## src/rtl/prbs_pkg.sv

```systemverilog
// rtl/prbs_pkg.sv - shared PRBS-15 types, constants and helper functions
package prbs_pkg;

  typedef enum logic [1:0] {
    HUNT   = 2'd0,
    HEADER = 2'd1,
    CHECK  = 2'd2
  } state_t;

  localparam int PRBS_W = 15;
  localparam int TAP_HI = 14;
  localparam int TAP_LO = 13;

  // x^15 + x^14 + 1, shifting toward the MSB
  function automatic logic [PRBS_W-1:0] lfsr15_next(input logic [PRBS_W-1:0] s);
    return {s[PRBS_W-2:0], s[TAP_LO] ^ s[TAP_HI]};
  endfunction

  function automatic logic [3:0] popcount8(input logic [7:0] b);
    logic [3:0] c;
    c = '0;
    for (int i = 0; i < 8; i++) begin
      c = c + {3'b000, b[i]};
    end
    return c;
  endfunction

endpackage

```

## src/rtl/prbs_lfsr15.sv

```systemverilog
// rtl/prbs_lfsr15.sv - loadable PRBS-15 state register, one step per adv
module prbs_lfsr15
  import prbs_pkg::*;
(
  input  logic              CLK,
  input  logic              RSTn,
  input  logic              load,
  input  logic [PRBS_W-1:0] seed,
  input  logic              adv,
  output logic [PRBS_W-1:0] state
);

  logic [PRBS_W-1:0] r_state;

  always_ff @(posedge CLK or negedge RSTn) begin
    if (!RSTn) begin
      r_state <= '0;
    end else if (load) begin
      r_state <= seed;
    end else if (adv) begin
      r_state <= lfsr15_next(r_state);
    end
  end

  assign state = r_state;

endmodule

```

## config.mk

```make
export PLATFORM = sky130hd
export DESIGN_NAME = prbs_lfsr15
export DESIGN_NICKNAME = d
export VERILOG_FILES = /design/src/rtl/prbs_pkg.sv /design/src/rtl/prbs_lfsr15.sv
export SDC_FILE = /design/constraint.sdc
export NUM_CORES = 1
export LEC_CHECK = 0
export CAP_MARGIN = 0
export CORE_MARGIN = 2
export CORE_UTILIZATION = 42
export CTS_CLUSTER_DIAMETER = 60
export DETAILED_ROUTE_END_ITERATION = 6
export PLACE_DENSITY = 0.79
export SLEW_MARGIN = 20
export SYNTH_ARGS = -nofsm -noshare
export SYNTH_HDL_FRONTEND = slang
export SYNTH_SLANG_ARGS = --single-unit
```

## constraint.sdc

```tcl
create_clock -name CLK -period 2.4 [get_ports CLK]
set_clock_uncertainty 0.2 [all_clocks]
set_input_delay 0.48 -clock CLK [delete_from_list [all_inputs] [get_ports CLK]]
set_output_delay 0.48 -clock CLK [all_outputs]
set_load 0.02 [all_outputs]
```

== Yosys cells after proc, flatten, opt, wreduce, memory -nomap -nowiden ==
Index checks and enable logic that the tools add are counted.
Word-level totals
  flip-flop bits (word level): 15
  input bits: 19
Operators by class
  mux-type cells: 2
  bitwise logic cells: 1
  reductions and logical operators: 1
Operators by type and width (count)
  2-to-1 mux 15 bit: 2
  nonzero test 2 bit: 1
  XOR 1 bit: 1

== Logic depth before layout (Yosys ltp) ==
Gate-level depths: netlist of the first run.
  depth in word-level cells: 3
  mapped depth: 4
  mapped depth without buffers: 2

== Worst setup path after synthesis of the first run ==
OpenSTA, ideal clock, no wires.
  kind: input -> register
  from: input adv
  to: register r_state[10], in the netlist state[10]
  setup time: 0.120 ns
  arrival: 0.994 ns
  path slack: 1.086 ns
  stages on the path: 4
  cells stage by stage: buf_6 buf_8 mux2i_1 o21ai_2
Between the ends
  cells in the longest elaborated chain, start to end: 1
Ends and longest elaborated chain
  from (decl): line prbs_lfsr15.sv:9  | input logic adv,
  nonzero test 2 bit (no line)
  to (signal assigned): line prbs_lfsr15.sv:21  | r_state <= lfsr15_next(r_state);
  to (decl): line prbs_lfsr15.sv:13  | logic [PRBS_W-1:0] r_state;
Every way passes these cells.
A chain may end at the register's enable or synchronous reset.

== Final worst setup path of the first run ==
  from: register r_state[13], in the netlist state[13]
  to: output state[13]
RTL lines
  to (decl): line prbs_lfsr15.sv:10  | output logic [PRBS_W-1:0] state
No word-level cell between the ends.

==> results of run 1 <==
## where the power goes
part	internal (mW)	switching [mW]	total, mW	leakage (nW)
Sequential	0.279	0.0222	0.302	0.182
Clock	0.0646	0.0841	0.149	0.0150
Combinational	0.103	0.0893	0.193	0.294
Total	0.447	0.196	0.643	0.491
## cell type report
type | instances | area (um2) | share of cell area
Timing Repair Buffer | 36 | 353 | 0.322
Sequential cell | 15 | 375 | 0.342
Tap cell | 17 | 21.3 | 0.0194
Clock buffer | 4 | 26.3 | 0.0239
Multi-Input combinational cell | 47 | 322 | 0.293
## worst register-to-register path, stage by stage, from the launching register on
cell,delay [ns]
dfrtp_1,0.39
or3b_1,0.38
o211ai_2,0.08
## cells by family after synthesis
kind of cell | synth area share
xor gates and xnor gates | 0.0118
AOI/OAI and AO/OA | 0.136
and+or+nand+nor | 0.0958
buffers and inverters | 0.0639
DFF | 0.504
muxes | 0.188
## layout by cell type (no fill, tap or decap)
cell type	Yosys	final
o21ai_0	4	4
xnor2_1	1	1
clkbuf_1	0	1
buf_4	0	3
dfrtp_1	15	15
or3b_1	1	1
o211ai_2	1	1
mux2i_1	14	14
o21ai_2	5	5
nand2_1	15	15
clkbuf_4	0	3
clkdlybuf4s50_1	0	33
o21ai_1	5	5
nand2b_1	1	1
## per-layer routing
metal  GRT usage  vias to the layer above  wire [um]
li1            -                      301          -
met1       0.228                      269        747
met2       0.258                       15        788
met3      0.0235                        2         38
met4      0.0857                        0         10
met5           0                        -          0
## stage by stage
step	hold WS [ns]	cell area [um2]	std cells	utilization	worst slack, ns
finish	0.391	1100	119	0.650	0.400
global route	0.430	1100	119	0.650	0.344
CTS	0.398	1100	119	0.650	0.393
detailed placement	0.376	1070	115	0.634	0.497
global placement	0.360	1070	115	0.634	0.523
floorplan	-0.0156	744	67	-	1.09
## path summary, 6_finish.rpt
check / start / to / slack [ns] / depth (start not counted)
max: state[13] / state[13] / 0.40 / 1
min: RSTn / state[9] / 0.39 / 1
max reg2reg: state[0] / state[0] / 1.28 / 2
min reg2reg: state[6] / state[6] / 0.39 / 2
max in group asynchronous: RSTn / state[10] / 1.17 / 1
min in group CLK: state[6] / state[6] / 0.39 / 2
==> metrics.md, run 1 <==
| Metric | Value |
|---|---|
| Total gr overflow | `0` |
| Hold-fix buffer count after cts | `0` |
| Largest net degree at the start of global routing | `17` |
| Postcts setup bufs | `0` |
| First-pass GRT wire length | `2.50 mm` |
| CTS clk-pin slew, worst paths | `0.10 ns` |
| WP data required | `1.72 ns` |
| Post-synth ARST share | `1.00` |
| Post-synth top cells | `dfrtp_1 (15), nand2_1 (15), mux2i_1 (14), o21ai_1 (5), o21ai_2 (5)` |
| Worst Path Buf+Inv | `1` |
| Period minus WS final | `2.00 ns` |
| Die Y | `46.1 um` |
| Number of flops mapped to enable cells by yosys | `0` |
| Final setup fails | `0` |
| HP Class | `input port to asynchronous set/reset pin` |
| Routed WL per cell | `13.3 um` |
| Fraction of layout cells with a size suffix above 1 | `0.118` |
| Main flop type after synthesis | `dfrtp_1` |
| CTS tree | `built` |
| Synth area leaders | `dfrtp_1 (50%), mux2i_1 (19%), nand2_1 (7.6%)` |
| Register area share after synthesis | `0.504` |
| Initial antenna violation count | `0` |
| Run status | `completed` |
| Starting DRT DRC Count | `9` |
| Crit path max fanout | `4` |
| RSZ-0062 raised after global routing | `false` |
| Largest vdd supply drop | `0.371 mV` |
| Avg Inst Size Synth | `11.1 um2` |
| Crit share post-route | `0.833` |
| Total power | `643 uW` |
| Final #Nets | `122` |
| Total CTS buffers | `3` |
| DP Wirelength | `1.20 mm` |
| Critical-path top delay cell | `clkdlybuf4s50_1` |
| TNS Setup | `0 ns` |
| Net count after synthesis | `86` |
| WP data arrival | `1.32 ns` |
| Worst-skew pair later-pin latency | `0.29 ns` |
| Post-CTS sizing | `0` |
| Post-synth top area share | `0.504` |
| Crit-path max cell delay | `0.63 ns` |
| CP endpoint kind | `primary output` |
| Clock Sinks | `15` |
| FMAX | `0.500 GHz` |
| IO Pins | `34` |
| Final wirelength | `1.59 mm` |
| FP Rows | `15` |
| Initial Util | `0.441` |
| Port Buffers | `33` |
| Die width | `46.1 um` |
| Post-route ant nets | `0` |
| Layout area overhead | `47.4%` |
| Vias in the first global route | `569` |
| Synth Instances | `67` |
| Leakage power | `0.491 nW` |
| Routed via count | `587` |
| Gpl congestion | `0.776` |
| Syn. warnings | `0` |
| Max reg flops | `15` |
| Global Route Usage Sum | `0.167` |
| Startpoint types | `flop` |
| Synth Register Bits | `15` |
| Area of the die | `0.00213 mm2` |
| Leading area contributor after synthesis | `dfrtp_1` |
| Placeable Area | `0.00169 mm2` |
| Filler cell count | `139` |
| H-tree Lvls | `1` |
| Cell chain of the critical path | `clkdlybuf4s50_1` |
| CP delay by family, top | `buffers and inverters` |
| Worst slew margin | `0.544` |
| Critical path type | `flop to primary output` |
| DRC | `0` |
| Power per Cell Area | `586 mW/mm2` |
| Worst Tran Pin Value | `0.682 ns` |
| Max Cap Violations | `0` |
| Hold Vio Cnt, Final | `0` |
| Vias/cell | `4.93` |
| Root Driver | `clkbuf_4` |
| CTS max path bufs | `2` |
| Final slew viol count | `0` |
| Synth cell types | `13` |
| TritonRoute pass-1 iters | `4` |
| Mapped Area | `744 um2` |
| N_diodes | `0` |
No activity file was read; power rests on OpenSTA's default activity.
==> run 2, diff against run 1 <==
--- a/config.mk
+++ b/config.mk
@@ -7,10 +7,10 @@
 export LEC_CHECK = 0
 export CAP_MARGIN = 0
 export CORE_MARGIN = 2
-export CORE_UTILIZATION = 42
+export CORE_UTILIZATION = 40
 export CTS_CLUSTER_DIAMETER = 60
 export DETAILED_ROUTE_END_ITERATION = 6
-export PLACE_DENSITY = 0.79
+export PLACE_DENSITY = 0.76
 export SLEW_MARGIN = 20
 export SYNTH_ARGS = -nofsm -noshare
 export SYNTH_HDL_FRONTEND = slang
==> constraint.sdc (replaced) <==
create_clock -name CLK -period 1.9 [get_ports CLK]
set_clock_uncertainty 0.2 [all_clocks]
set_input_delay 0.38 -clock CLK [delete_from_list [all_inputs] [get_ports CLK]]
set_output_delay 0.38 -clock CLK [all_outputs]
set_load 0.02 [all_outputs]
==> metrics.md, run 2 (synthesized netlist as in run 1, its figures left out) <==
| Metric | Value |
|---|---|
| Critical path type | `flop to primary output` |
| Final wirelength | `1.51 mm` |
| Area of the die | `0.00222 mm2` |
| Run status | `completed` |
| Dpl cell area | `0.00110 mm2` |
| Critical R2R Capture | `state[0]` |
| IO Pins | `34` |
| Worst-skew pair later-pin latency | `0.27 ns` |
| Vias in the first global route | `565` |
| Placeable Area | `0.00175 mm2` |
| Critical-path top delay cell | `clkdlybuf4s50_1` |
| Initial antenna violation count | `0` |
| CP delay by family, top | `buffers and inverters` |
| Crit share post-route | `0.974` |
| CTS tree | `built` |
| Placed Cells | `124` |
| CTS max path bufs | `2` |
| RSZ-0062 raised after global routing | `false` |
| Commonest non-fill, non-tap cell in the layout | `clkdlybuf4s50_1` |
| Leakage power | `0.545 nW` |
| Max Cap Violations | `0` |
| Global Route Usage Sum | `0.148` |
| N_diodes | `0` |
| Final instance area | `0.00114 mm2` |
| Post-route ant nets | `0` |
| DP Wirelength | `1.18 mm` |
| Layout area overhead | `52.8%` |
| Post-CTS sizing | `0` |
| DRC | `0` |
| Startpoint types | `flop` |
| Filler cell count | `152` |
| Total gr overflow | `0` |
| Stages on worst setup path | `1` |
| Total power | `798 uW` |
| Final #Nets | `123` |
| CTS clk-pin slew, worst paths | `0.08 ns` |
| FMAX | `0.540 GHz` |
| Total CTS buffers | `3` |
| R2r worst-path depth | `2` |
| Starting DRT DRC Count | `1` |
| Hold-fix buffer count after cts | `0` |
| Layout Cells excl Fill | `128` |
| WP data required | `1.32 ns` |
| Hold Vio Cnt, Final | `0` |
| Most frequent cells in the layout | `clkdlybuf4s50_1 (29), nand2_1 (15), dfrtp_1 (15)` |
| Gpl congestion | `0.766` |
| HP Class | `input port to asynchronous set/reset pin` |
| Die Y | `47.1 um` |
| Vias/cell | `4.54` |
| Max reg flops | `15` |
| Crit path max fanout | `3` |
| Initial Util | `0.427` |
| Routed via count | `581` |
| Power per Cell Area | `702 mW/mm2` |
| Period minus WS final | `1.85 ns` |
| Flop-to-flop setup slack | `0.81 ns` |
| CP endpoint kind | `primary output` |
| Crit-path max cell delay | `0.61 ns` |
| Cell chain of the critical path | `clkdlybuf4s50_1` |
| Worst Path Buf+Inv | `1` |
| Largest net degree at the start of global routing | `17` |
| Largest vdd supply drop | `0.401 mV` |
| Final slew viol count | `0` |
| Critical Path Source | `state[8]` |
| TritonRoute pass-1 iters | `3` |
| H-tree Lvls | `1` |
| Routed WL per cell | `11.8 um` |
| TNS Setup | `0 ns` |
| Clock Sinks | `15` |
| Fraction of layout cells with a size suffix above 1 | `0.126` |
| Postcts setup bufs | `0` |
| Worst slew margin | `0.847` |
| Port Buffers | `33` |
| Worst Tran Pin Value | `0.229 ns` |
| Die width | `47.1 um` |
| Root Driver | `clkbuf_4` |
| Final setup fails | `0` |
| WP data arrival | `1.27 ns` |
| Origin of the critical flop-to-flop path | `state[0]` |
| Worst setup endpoint | `state[8]` |
| FP Rows | `15` |
| First-pass GRT wire length | `2.27 mm` |
==> run 2: cell count changes in the layout (fill, tap and decap cells not counted) <==
cell,delta
dlymetal6s2s_1,+4
buf_12,+1
clkdlybuf4s50_1,-4
==> run 2: layout make-up <==
type                       count  area [um2]  share of cell area
clock buffer                   4        26.3              0.0231
timing repair buffer          37         383               0.337
multi-input combinational     47         322               0.283
tap                           25        31.3              0.0275
sequential                    15         375               0.330
==> run 2: through the flow <==
step | hold slack, ns | utilization | worst slack, ns
2_1_floorplan | -0.116 | - | 0.686
4_1_cts | 0.215 | 0.646 | 0.0137
6_report | 0.210 | 0.652 | 0.0491
3_3_place_gp | 0.363 | 0.631 | 0.181
3_5_place_dp | 0.373 | 0.631 | 0.172
5_1_grt | 0.242 | 0.652 | 0.00422
==> run 2: report_power, final <==
| group | total, mW | switching (mW) | internal, mW |
|---|---|---|---|
| clock | 0.174 | 0.0927 | 0.0812 |
| sequential | 0.379 | 0.0266 | 0.353 |
| combinational | 0.245 | 0.112 | 0.133 |
==> run 2: worst min-delay path by stage <==
stage | to | cells after the start | start | slack (ns)
floorplan | state[0] | 0 | RSTn | -0.12
global placement | state[6] | 2 | state[6] | 0.36
detailed placement | state[2] | 2 | state[2] | 0.37
CTS | state[11] | 2 | RSTn | 0.22
global route | state[11] | 2 | RSTn | 0.24
finish | state[11] | 2 | RSTn | 0.21
==> run 2: routing by layer <==
metal,GRT usage,share of wire,vias to the layer above
met3,0.0115,0.033,2
met2,0.238,0.50,13
met1,0.189,0.45,266
met5,0,0,-
met4,0.100,0.013,0
li1,-,-,300
==> run 3, diff against run 2 <==
--- a/config.mk
+++ b/config.mk
@@ -11,7 +11,6 @@
 export CTS_CLUSTER_DIAMETER = 60
 export DETAILED_ROUTE_END_ITERATION = 6
 export PLACE_DENSITY = 0.76
-export SLEW_MARGIN = 20
 export SYNTH_ARGS = -nofsm -noshare
 export SYNTH_HDL_FRONTEND = slang
 export SYNTH_SLANG_ARGS = --single-unit
==> results of run 3 <==
No change in the layout: final DEF, timing and power equal those of run 2.
